==> src/rtl/reg_file_rw.sv <==
// 32 x 32-bit register file with registered dual read ports and a write-commit counter.
// Optional macro REGFILE_BYPASS_EN selects write-first read-during-write (default: read-first).
module reg_file_rw (
   input  logic        CLK,
   input  logic        Reset,
   input  logic        RegWre,
   input  logic [4:0]  WriteReg,
   input  logic [31:0] WriteData,
   input  logic        RdEn,
   input  logic [4:0]  rs,
   input  logic [4:0]  rt,
   output logic [31:0] ADR,
   output logic [31:0] BDR,
   output logic [7:0]  WbCount
);

   logic [31:0] regs [32];
   logic        wr_en;
   logic [31:0] a_nxt;
   logic [31:0] b_nxt;

   // Writes to $0 are discarded so that register never leaves zero.
   assign wr_en = RegWre && (WriteReg != 5'd0);

   always_comb begin
      a_nxt = regs[rs];
      b_nxt = regs[rt];
`ifdef REGFILE_BYPASS_EN
      if (wr_en && (WriteReg == rs)) a_nxt = WriteData;
      if (wr_en && (WriteReg == rt)) b_nxt = WriteData;
`endif
      if (rs == 5'd0) a_nxt = 32'd0;
      if (rt == 5'd0) b_nxt = 32'd0;
   end

   always_ff @(posedge CLK) begin
      if (Reset) begin
         for (int i = 0; i < 32; i++) regs[i] <= 32'd0;
         ADR     <= 32'd0;
         BDR     <= 32'd0;
         WbCount <= 8'd0;
      end else begin
         if (wr_en) begin
            regs[WriteReg] <= WriteData;
            WbCount        <= WbCount + 8'd1;
         end
         if (RdEn) begin
            ADR <= a_nxt;
            BDR <= b_nxt;
         end
      end
   end

endmodule

==> config.mk <==
export PLATFORM = sky130hd
export DESIGN_NAME = reg_file_rw
export DESIGN_NICKNAME = d
export VERILOG_FILES = /design/src/rtl/reg_file_rw.sv
export SDC_FILE = /design/constraint.sdc
export NUM_CORES = 2
export LEC_CHECK = 0
export BUFFER_PORTS_ARGS = -buffer_cell sky130_fd_sc_hd__buf_2
export CORE_ASPECT_RATIO = 1.4
export CORE_MARGIN = 4
export CORE_UTILIZATION = 55
export CTS_BUF_LIST = sky130_fd_sc_hd__clkbuf_8
export DETAILED_ROUTE_END_ITERATION = 8
export PLACE_DENSITY_LB_ADDON = 0.25
export REMOVE_ABC_BUFFERS = 1
export SKIP_CTS_REPAIR_TIMING = 1
export SYNTH_ARGS = -nofsm -noshare
export SYNTH_HDL_FRONTEND = slang
export SYNTH_SLANG_ARGS = --single-unit
export TNS_END_PERCENT = 50
==> constraint.sdc <==
create_clock -name CLK -period 3 [get_ports CLK]
set_clock_uncertainty 0.1 [all_clocks]
set_input_delay 0 -clock CLK [delete_from_list [all_inputs] [get_ports CLK]]
set_output_delay 0 -clock CLK [all_outputs]
set_load 0.1 [all_outputs]
==> results.tsv <==
stage	metric	value	unit
power_and_ir_drop	power.switching	9.65	mW
synth	synth_cell_types	49	
clock_network	cts-root-buf	clkbuf_8	
routing	vias	38200	
final_layout	utilization	0.623	
synth	synth-compound-area-share	0.0531	
routing	drt_first_iter_violations	5286	
power_and_ir_drop	power_frac_comb	0.136	
outcome	status	finished clean	
clock_network	path_clk_slew	60	ps
power_and_ir_drop	p_int	25.3	mW
final_layout	final_cell_mix	1,030 x and2_1, 1,024 x edfxtp_1, 384 x mux4_2	
synth	synth_xor_area_frac	0.000459	
clock_network	clockBufferDepth	3	
clock_network	cts_tree	done	
power_and_ir_drop	power.total	34.9	mW
grt	gr-total-overflow	0	
clock_network	cts_inserted_buffers	167	
power_and_ir_drop	clock_power_share	0.345	
setup_path	critPathLaunchType	input port	
timing	setup_viol	0	
synth	muxShareOfSynthArea	0.214	
clock_network	clkLatencyLatePin	920	ps
routing	drc	0	
power_and_ir_drop	ir_worst_vdd	0.351	mV
floorplan	core-area	103000	µm²
timing	hold_viol	0	
grt	grt_antenna_before_repair	21	
routing	wl_per_cell	34.5	µm
synth	synthFlopType	edfxtp_1	
floorplan	die_h	390	µm
floorplan	start_util	0.556	
setup_path	path_class	input port to flip-flop	
placement	placed_cells	5214	
placement	port_buffers	122	
synth	yosys.area_share.adder	0.000218	
grt	grt_pass1_vias	38600	
timing	fmax	350	MHz
timing	rsz0062_at_grt	no	
synth	synthSimpleGateAreaFrac	0.136	
grt	grt_pass1_wl	272000	µm
grt	grt_max_degree	65	
routing	detail_route.vias_per_cell	6.83	
synth	ys_warn_count	0	
synth	async_flop_share	0	
setup_path	slowest_delay	750	ps
min_path	worst_hold_path_type	input port to flip-flop	
timing	drv_slew	0	
setup_path	critPathSlowestCell	and4bb_2	
power_and_ir_drop	power.density	545	nW/µm²
synth	avgSynthCellArea	14.6	µm²
synth	synth_cells	3917	
clock_network	cts.sinks	1096	
final_layout	fin_cells	5599	
setup_path	required	3690	ps
timing	finalCriticalPeriod	2860	ps
floorplan	die_area	109000	µm²
synth	syn-cell-area	57300	µm²
setup_path	cp.arrival	3540	ps
placement	dp_hpwl	119000	µm
final_layout	final_cell_area	64100	µm²
timing	post-route-period-util	0.952	
floorplan	die_w	281	µm
setup_path	critical_path.max_fanout	14	
power_and_ir_drop	leakage	23.3	nW
final_layout	final_common_cell	and2_1	
run	max_cap_violations	0	
final_layout	seqCellArea	32200	µm²
routing	antenna_left	0	
timing	worst_pin_slew	1220	ps
synth	seq_area_frac_synth	0.562	
placement	post_dp_cell_area	60300	µm²
final_layout	area_growth	11.9	%
placement	post-place-ws	640	ps
floorplan	rows	139	
routing	first_pass_iters	8	
timing	slew_headroom	0.190	
placement	routabilityCongestion	0.923	
final_layout	multiInputGateArea	23500	µm²
power_and_ir_drop	switching_share	0.276	
setup_path	cp_cell_sequence	dlygate4sd3_1 > buf_4 > buf_4 > and4bb_2 > buf_4 > and3_1 > dlygate4sd3_1 > a221oi_1 > dlygate4sd3_1 > o311ai_1	
timing	holdWs	29.2	ps
final_layout	n_fill_cell	7670	
routing	totalWireLength	193000	µm
synth	synth_edf_count	1024	
timing	setup_tns	0	ps
clock_network	cts_max_level	4	
final_layout	layout.nets	4161	
setup_path	endpoint_kind	flip-flop	
power_and_ir_drop	p_seq_frac	0.519	
final_layout	drive_gt1_frac	0.249	
grt	grt_usage	0.352	
synth	ys_ff_latch	1096	
floorplan	io_pins	123	
synth	synth_top_family_by_area	multiplexers	
timing	fin_ws	145	ps
-- final cells by class --
type,instances,share of cell area
diodes,9,0.000351
clock buffers,183,0.0393
clock inverters,128,0.0103
inverters,2,0.000117
multi-input cells,2434,0.366
flip-flops and latches,1096,0.502
well taps,1339,0.0261
repair buffers,408,0.0557
-- cell families (layout without fill, tap and decap cells) --
kind of cell | after synthesis | after routing
and+or+nand+nor | 1254 | 1254
buffers and inverters | 418 | 721
other | 1 | 41
xor gates and xnor gates | 3 | 3
AOI/OAI and AO/OA | 400 | 400
DFF | 1096 | 1096
adders and majority gates | 1 | 1
muxes | 744 | 744
-- path summary, 6_finish.rpt --
| kind | endpoint | startpoint | cells after the start | slack (ps) |
|---|---|---|---|---|
| max | ADR[10]$_SDFFE_PP0P_ | Reset | 10 | 140 |
| max reg2reg | ADR[10]$_SDFFE_PP0P_ | regs[18][10]$_SDFFCE_PN0P_ | 6 | 160 |
| min reg2reg | WbCount[7]$_SDFFE_PP0P_ | WbCount[7]$_SDFFE_PP0P_ | 2 | 390 |
| min | WbCount[2]$_SDFFE_PP0P_ | RegWre | 5 | 30 |
-- power by group through the flow --
stage | Clock [mW] | Sequential [mW] | Combinational (mW)
5_1_grt | 12.8 | 18.2 | 4.91
4_1_cts | 12.1 | 18.1 | 4.62
3_5_place_dp | 0 | 18.4 | 4.61
2_1_floorplan | 0 | 18.8 | 1.96
6_report | 12.0 | 18.1 | 4.75
3_3_place_gp | 0 | 18.4 | 4.57
-- worst max-delay path: cells and delay by family --
family / cells / cell delay (ps)
buf+inv: 6 / 2450
compound gates: 2 / 140
simple gates: 2 / 940
-- synthesized netlist by cell type, types with 6 or more instances --
cell | n | share of area
and2_1 | 1032 | 0.11
edfxtp_1 | 1024 | 0.54
mux4_2 | 384 | 0.15
mux2i_1 | 359 | 0.063
clkbuf_1 | 264 | 0.017
a22oi_1 | 128 | 0.017
buf_2 | 97 | 0.0085
a21oi_1 | 85 | 0.0074
dfxtp_1 | 72 | 0.025
o311ai_1 | 64 | 0.0098
or2_2 | 53 | 0.0058
a32o_1 | 44 | 0.0077
nor2_1 | 35 | 0.0023
nor2b_1 | 35 | 0.0038
a211oi_1 | 27 | 0.0035
a21boi_0 | 26 | 0.0034
buf_4 | 26 | 0.0034
or2_0 | 23 | 0.0025
and3_1 | 20 | 0.0022
or2_1 | 20 | 0.0022
buf_6 | 17 | 0.0033
a221oi_1 | 14 | 0.0021
buf_1 | 8 | 0.00052
nor2_4 | 7 | 0.0014
a221oi_2 | 6 | 0.0016
-- registers in the layout (all words and copies together) (netlist names) --
name,count
BDR,32
WbCount,8
ADR,32
regs,1024
-- layer usage --
layer  track usage  routed length, µm
met1         0.421              63600
met2         0.582              94600
met3        0.0784              20000
met4         0.221              14800
met5             0                 62
Power figures use the tool's default switching activity.
